**src/rtl/multicycle_control.sv**
```systemverilog
// rtl/multicycle_control.sv - Moore FSM sequencing the multi-cycle MIPS datapath
// Optional feature: define MULTICYCLE_ADDI_EN to add addi (opcode 001000) via ADDIEX/ADDIWB.
module multicycle_control #(
  parameter int MEM_LATENCY = 0
) (
  input  logic       clock_in,
  input  logic       reset_in,
  input  logic [5:0] opcode_in,
  input  logic       zero_in,
  output logic       pcWrite_out,
  output logic [1:0] pcSrc_out,
  output logic       iorD_out,
  output logic       memRead_out,
  output logic       memWrite_out,
  output logic       irWrite_out,
  output logic       memtoReg_out,
  output logic       regWrite_out,
  output logic       regDst_out,
  output logic       aluSrcA_out,
  output logic [1:0] aluSrcB_out,
  output logic [1:0] aluOp_out,
  output logic       illegal_out,
  output logic [3:0] state_out
);

  typedef enum logic [3:0] {
    S_FETCH   = 4'd0,
    S_DECODE  = 4'd1,
    S_MEMADR  = 4'd2,
    S_MEMRD   = 4'd3,
    S_MEMWB   = 4'd4,
    S_MEMWR   = 4'd5,
    S_EXECUTE = 4'd6,
    S_ALUWB   = 4'd7,
    S_BRANCH  = 4'd8,
    S_JUMP    = 4'd9,
    S_ADDIEX  = 4'd10,
    S_ADDIWB  = 4'd11
  } state_t;

  localparam logic [5:0] OP_RTYPE = 6'b000000;
  localparam logic [5:0] OP_LW    = 6'b100011;
  localparam logic [5:0] OP_SW    = 6'b101011;
  localparam logic [5:0] OP_BEQ   = 6'b000100;
  localparam logic [5:0] OP_J     = 6'b000010;
`ifdef MULTICYCLE_ADDI_EN
  localparam logic [5:0] OP_ADDI  = 6'b001000;
`endif
  localparam logic [3:0] LAT      = 4'(MEM_LATENCY);

  state_t     r_state;
  state_t     w_next;
  logic [3:0] r_wait;
  logic [5:0] r_opcode;
  logic       w_mem_state;
  logic       w_mem_done;

  assign w_mem_state = (r_state == S_FETCH) || (r_state == S_MEMRD) || (r_state == S_MEMWR);
  assign w_mem_done  = (r_wait == LAT);

  // Wait counter only advances while a memory state is being held; any exit clears it.
  always_ff @(posedge clock_in) begin
    if (reset_in) begin
      r_state  <= S_FETCH;
      r_wait   <= '0;
      r_opcode <= '0;
    end else begin
      r_state <= w_next;
      if (w_mem_state && !w_mem_done) r_wait <= r_wait + 4'd1;
      else                            r_wait <= '0;
      if (r_state == S_DECODE) r_opcode <= opcode_in;
    end
  end

  always_comb begin
    w_next       = r_state;
    pcWrite_out  = 1'b0;
    pcSrc_out    = 2'b00;
    iorD_out     = 1'b0;
    memRead_out  = 1'b0;
    memWrite_out = 1'b0;
    irWrite_out  = 1'b0;
    memtoReg_out = 1'b0;
    regWrite_out = 1'b0;
    regDst_out   = 1'b0;
    aluSrcA_out  = 1'b0;
    aluSrcB_out  = 2'b00;
    aluOp_out    = 2'b00;
    illegal_out  = 1'b0;
    state_out    = r_state;
    case (r_state)
      S_FETCH: begin
        memRead_out = 1'b1;
        aluSrcB_out = 2'b01;
        irWrite_out = w_mem_done;
        pcWrite_out = w_mem_done;
        if (w_mem_done) w_next = S_DECODE;
      end
      S_DECODE: begin
        aluSrcB_out = 2'b11;
        case (opcode_in)
          OP_RTYPE:     w_next = S_EXECUTE;
          OP_LW, OP_SW: w_next = S_MEMADR;
          OP_BEQ:       w_next = S_BRANCH;
          OP_J:         w_next = S_JUMP;
`ifdef MULTICYCLE_ADDI_EN
          OP_ADDI:      w_next = S_ADDIEX;
`endif
          default: begin
            w_next      = S_FETCH;
            illegal_out = 1'b1;
          end
        endcase
      end
      S_MEMADR: begin
        aluSrcA_out = 1'b1;
        aluSrcB_out = 2'b10;
        w_next      = (r_opcode == OP_SW) ? S_MEMWR : S_MEMRD;
      end
      S_MEMRD: begin
        memRead_out = 1'b1;
        iorD_out    = 1'b1;
        if (w_mem_done) w_next = S_MEMWB;
      end
      S_MEMWB: begin
        regWrite_out = 1'b1;
        memtoReg_out = 1'b1;
        w_next       = S_FETCH;
      end
      S_MEMWR: begin
        memWrite_out = 1'b1;
        iorD_out     = 1'b1;
        if (w_mem_done) w_next = S_FETCH;
      end
      S_EXECUTE: begin
        aluSrcA_out = 1'b1;
        aluOp_out   = 2'b10;
        w_next      = S_ALUWB;
      end
      S_ALUWB: begin
        regWrite_out = 1'b1;
        regDst_out   = 1'b1;
        w_next       = S_FETCH;
      end
      S_BRANCH: begin
        aluSrcA_out = 1'b1;
        aluOp_out   = 2'b01;
        pcSrc_out   = 2'b01;
        pcWrite_out = zero_in;
        w_next      = S_FETCH;
      end
      S_JUMP: begin
        pcWrite_out = 1'b1;
        pcSrc_out   = 2'b10;
        w_next      = S_FETCH;
      end
`ifdef MULTICYCLE_ADDI_EN
      S_ADDIEX: begin
        aluSrcA_out = 1'b1;
        aluSrcB_out = 2'b10;
        w_next      = S_ADDIWB;
      end
      S_ADDIWB: begin
        regWrite_out = 1'b1;
        w_next       = S_FETCH;
      end
`endif
      default: w_next = S_FETCH;
    endcase
    // Reset silences every strobe immediately, so an aborted instruction cannot write.
    if (reset_in) begin
      pcWrite_out  = 1'b0;
      pcSrc_out    = 2'b00;
      iorD_out     = 1'b0;
      memRead_out  = 1'b0;
      memWrite_out = 1'b0;
      irWrite_out  = 1'b0;
      memtoReg_out = 1'b0;
      regWrite_out = 1'b0;
      regDst_out   = 1'b0;
      aluSrcA_out  = 1'b0;
      aluSrcB_out  = 2'b00;
      aluOp_out    = 2'b00;
      illegal_out  = 1'b0;
    end
  end

endmodule

```
**config.mk**
```make
export PLATFORM = sky130hd
export DESIGN_NAME = multicycle_control
export DESIGN_NICKNAME = d
export VERILOG_FILES = /design/src/rtl/multicycle_control.sv
export SDC_FILE = /design/constraint.sdc
export NUM_CORES = 1
export LEC_CHECK = 0
export CORE_UTILIZATION = 43
export CTS_BUF_LIST = sky130_fd_sc_hd__clkbuf_4
export CTS_CLUSTER_SIZE = 16
export DETAILED_ROUTE_END_ITERATION = 8
export PLACE_DENSITY = 0.78
export SETUP_SLACK_MARGIN = 0.3
export SKIP_CTS_REPAIR_TIMING = 1
export SYNTH_ARGS = -nofsm -noshare
export SYNTH_HDL_FRONTEND = slang
export SYNTH_SLANG_ARGS = --single-unit
```
**constraint.sdc**
```tcl
create_clock -name clock_in -period 1.4 [get_ports clock_in]
set_input_delay 0.28 -clock clock_in [delete_from_list [all_inputs] [get_ports clock_in]]
set_output_delay 0.28 -clock clock_in [all_outputs]
set_load 0.01 [all_outputs]
```
==> metrics.cfg, run 1 <==
[logic_synthesis]
synth_fp_nets=137
ys.warnings.count=0
ys.flop_type=dfxtp_1
synth-seq-cells=14
synth_edf_count=0
post_synth.cell_area_avg_um2=7.76
synthArstFlopShare=0
synthDistinctLibCells=42
synthCells=126
synth.cell_area_um2=977
synth_seq_area_share=0.287

[placed_design]
gp_congestion=0.770
dp_hpwl_mm=2.06
io_buffers=28

[die]
start_util=0.479
die_w_um=49.7
ioPinCount=29
rows=16
die_y_um=49.7

[sta]
worst_endpoint=pcWrite_out
worst_endpoint_kind=output port

[outcome]
stop_stage=5_1_grt
tool.error=[ERROR DPL-0033] detailed placement checks failed during check placement.
status=stopped before the end

[clock_tree]
clock-sinks=14
numCtsBuffers=3
cts_max_level=1
clockBufferDepth=2
cts_root_buf=clkbuf_4

[global_route]
antenna_found_initial=0
grt_max_degree=15

[stage by stage]
stage | setup TNS [ps] | setup WS [ps] | area [µm²] | utilization | cells
floorplan | -227 | -203 | 1150 | - | 126
global placement | -12250 | -776 | 1640 | 0.802 | 206
detailed placement | -13060 | -826 | 1640 | 0.802 | 206
CTS | -13590 | -1000 | 1660 | 0.815 | 210
[cells in the mapped netlist (3+ instances only)]
cell type / instances / area (µm²)
and3_1: 5 / 31.3
nor4_1: 5 / 31.3
nor2_1: 12 / 45.0
dfxtp_1: 14 / 280
a21oi_1: 8 / 40.0
buf_6: 4 / 45.0
nand2_1: 22 / 82.6
nand3_1: 3 / 15.0
o21ai_0: 5 / 25.0
inv_1: 7 / 26.3
xnor2_1: 3 / 26.3
[kinds of logic after synthesis]
kind of cell / share of synthesized area
AND/OR/NAND/NOR: 0.380
AO/OA/AOI/OAI: 0.145
buffers and inverters: 0.108
flip-flops: 0.287
XOR/XNOR: 0.0448
adder cells (fa/ha/maj): 0.0256
multiplexers: 0.0102
==> run 2, diff against run 1 <==
Settings changed: CORE_AREA from default to 2 2 63 65, CORE_UTILIZATION 43 to default, CTS_BUF_LIST sky130_fd_sc_hd__clkbuf_4 to default, CTS_CLUSTER_SIZE 16 to default, DIE_AREA from default to 0 0 65 67, PLACE_DENSITY 0.78 to default, PLACE_DENSITY_LB_ADDON from default to 0.15, SETUP_SLACK_MARGIN 0.3 to default.
Clock period 1.4 ns to 1.82 ns, I/O delays scaled along.
==> run 2 against run 1 <==
The flow now finishes, with violations (setup timing); synthesized cell count did not move; area after synthesis unchanged.
==> metrics.cfg, run 2 <==
[critical_path]
rr_endpoint=state_out[0]$_SDFFE_PP0P_
r2r-start=r_wait[0]$_SDFF_PP0_
reg2regPathDepth=8
crit_slowest_cell=or3b_4
start_kind=register
end_kind=primary output
critPathKind=reg2out
cp_max_fo=2
rrSetupSlack_ps=260
worst_ep_arrival_time_ps=1740
worst-path-buf-inv=3
required_ps=1460
cpPeakStageDelay_ps=390
crit_chain=inv_2 -> ha_4 -> or3b_4 -> nor2_4 -> buf_4 -> o21ai_1 -> nor4_2 -> buf_2
critical-path-top-delay-family=simple AND/OR/NAND/NOR gates

[cells_and_area]
antenna_cells=0
area_growth_pct=70.9
regArea_um2=289
final_common_cell=buf_4
drive_gt1_frac=0.346
multiInputGateArea_um2=629
postLayoutCellArea_um2=1670
top_register=r_opcode
layout.nets=200
fill_cells=375
largest_register_ff_count=6
layout_common_cells=buf_4 (38), nand2_1 (22), dlymetal6s2s_1 (17)

[clock_tree]
clock_latency_ps=240
cts_tree=built
clk_pin_slew_ps=60
cts_max_level=1  ; unchanged
numCtsBuffers=3  ; unchanged
cts_root_buf=clkbuf_8
clock-sinks=14  ; unchanged
clockBufferDepth=2  ; unchanged

[global_route]
grt_usage=0.128
antenna_found_initial=0
grt_pass1_wl_mm=4.31
overflow=0
grt_max_degree=9
grt_pass1_vias=988

[hold_path]
hold_class=reg2reg
holdPathStages=2
hp-start=r_opcode[3]$_SDFFE_PP0N_
holdPathEnd=r_opcode[3]$_SDFFE_PP0N_

[placed_design]
gp_congestion=0.812  ; +5.4%
io_buffers=28  ; unchanged
dp_hpwl_mm=2.23  ; +8.0%
post_dp_cell_area_um2=1520  ; -7.0%

[power]
power_uw=819
irDropWorstVdd_mv=0.322
clock_power_share=0.372
p_comb_frac=0.230
p_int_uw=614
swShare=0.251
power_density_nw_per_um2=490
p_seq_frac=0.398
p_leak_uw=0.000930
p_sw_uw=205

[die]
die_w_um=65  ; +31%
rows=22  ; +6
die_area_um2=4360
start_util=0.271  ; -0.208
ioPinCount=29  ; unchanged
die_y_um=67  ; +35%
core_um2=3610

[logic_synthesis]
synthDistinctLibCells=42  ; unchanged
synth_edf_count=0  ; unchanged
synth_area_leader_cell=dfxtp_1
ys.warnings.count=0  ; unchanged
synth_fp_nets=137  ; unchanged
ys.flop_type=dfxtp_1
netlist.area_leader.share=0.287  ; unchanged
synth-seq-cells=14  ; unchanged
synth.cell_area_um2=977  ; unchanged
synth_area_leaders=dfxtp_1 (29%), nand2_1 (8.5%), buf_6 (4.6%)
synthCells=126  ; unchanged
post_synth.cell_area_avg_um2=7.76  ; unchanged
yosysMostFrequentCell=nand2_1
synth_commonest_cells=nand2_1 (22), dfxtp_1 (14), nor2_1 (12), a21oi_1 (8), inv_1 (7)
synthArstFlopShare=0  ; unchanged
synth_seq_area_share=0.287  ; unchanged

[job]
max_cap_violations=0

[sta]
relSlewSlack=0.737
hold_slack_ps=451
rsz0062_at_grt=yes
finalSetupViolCount=2
fin_ws_ps=-289
post-route-period-util=1.16
clock_skew_ps=0.903
max_freq_ghz=0.474
finalHoldViolations=0
worst_slew_pin_slew_ps=389
slew_violations=0
fin_crit_ps=2110

[drt]
drtIter0Drc=26
routed_wl_mm=2.72
routedWlPerCell_um=11.5
first_pass_iters=4
via_per_inst=4.57
route.detailed.drc=0
vias=1079
ant_nets=0

[outcome]
violations=setup timing
status=complete, but fails checks

==> run 2: cell counts after synthesis <==
Identical to the previous run, type by type.
==> run 2: worst max-delay path by stage <==
stage | from | end | slack, ps | cells past startpoint
finish | r_wait[0]$_SDFF_PP0_ | pcWrite_out | -290 | 8
global route | r_wait[0]$_SDFF_PP0_ | pcWrite_out | -370 | 8
CTS | r_wait[0]$_SDFF_PP0_ | pcWrite_out | -680 | 7
detailed placement | reset_in | pcSrc_out[1] | -510 | 4
global placement | reset_in | pcSrc_out[1] | -480 | 4
floorplan | r_wait[0]$_SDFF_PP0_ | pcWrite_out | 100 | 6
==> run 2: cells by family (layout without fill, tap and decap cells) <==
logic type | Yosys count | count (layout) | share of synthesized area
buffers and inverters | 16 | 78 | 0.108
XOR/XNOR | 5 | 5 | 0.0448
adder cells (fa/ha/maj) | 2 | 2 | 0.0256
AO/OA/AOI/OAI | 23 | 23 | 0.145
AND/OR/NAND/NOR | 65 | 65 | 0.380
flip-flops | 14 | 14 | 0.287
multiplexers | 1 | 1 | 0.0102
==> run 2: area by class of cell <==
type | count | share of cell area
repair buffers | 67 | 0.366
multi-input cells | 96 | 0.377
well taps | 48 | 0.0360
clock buffers | 4 | 0.0330
inverters | 7 | 0.0157
flip-flops and latches | 14 | 0.173
==> run 2: per-stage QoR <==
stage	setup slack (ps)	setup TNS (ps)	util	cells
finish	-289	-426	0.463	236
global placement	-476	-6890	0.422	230
floorplan	95.3	0	-	126
CTS	-677	-7830	0.438	234
detailed placement	-506	-7230	0.422	230
global route	-373	-575	0.463	236
==> run 2: power groups by stage <==
stage | Sequential, µW | Combinational (µW) | Clock, µW
6_report | 326 | 188 | 305
5_1_grt | 327 | 206 | 332
4_1_cts | 327 | 184 | 316
3_5_place_dp | 333 | 183 | 0
3_3_place_gp | 333 | 181 | 0
2_1_floorplan | 330 | 86.9 | 0
==> run 2: per-layer routing <==
layer | track usage | vias up | wire (µm)
met1 | 0.147 | 478 | 1190
li1 | - | 572 | -
met5 | 0 | - | 0
met3 | 0.0152 | 4 | 116
met2 | 0.232 | 25 | 1370
met4 | 0.0638 | 0 | 38
==> run 2: worst reg2reg max path, delay by kind of cell, from the launching register on <==
kind	cells	cell delay, ps
adders and majority gates	1	120
buffers and inverters	3	260
DFF	1	320
AOI/OAI and AO/OA	2	250
and+or+nand+nor	2	530
Power figures use the tool's default switching activity.
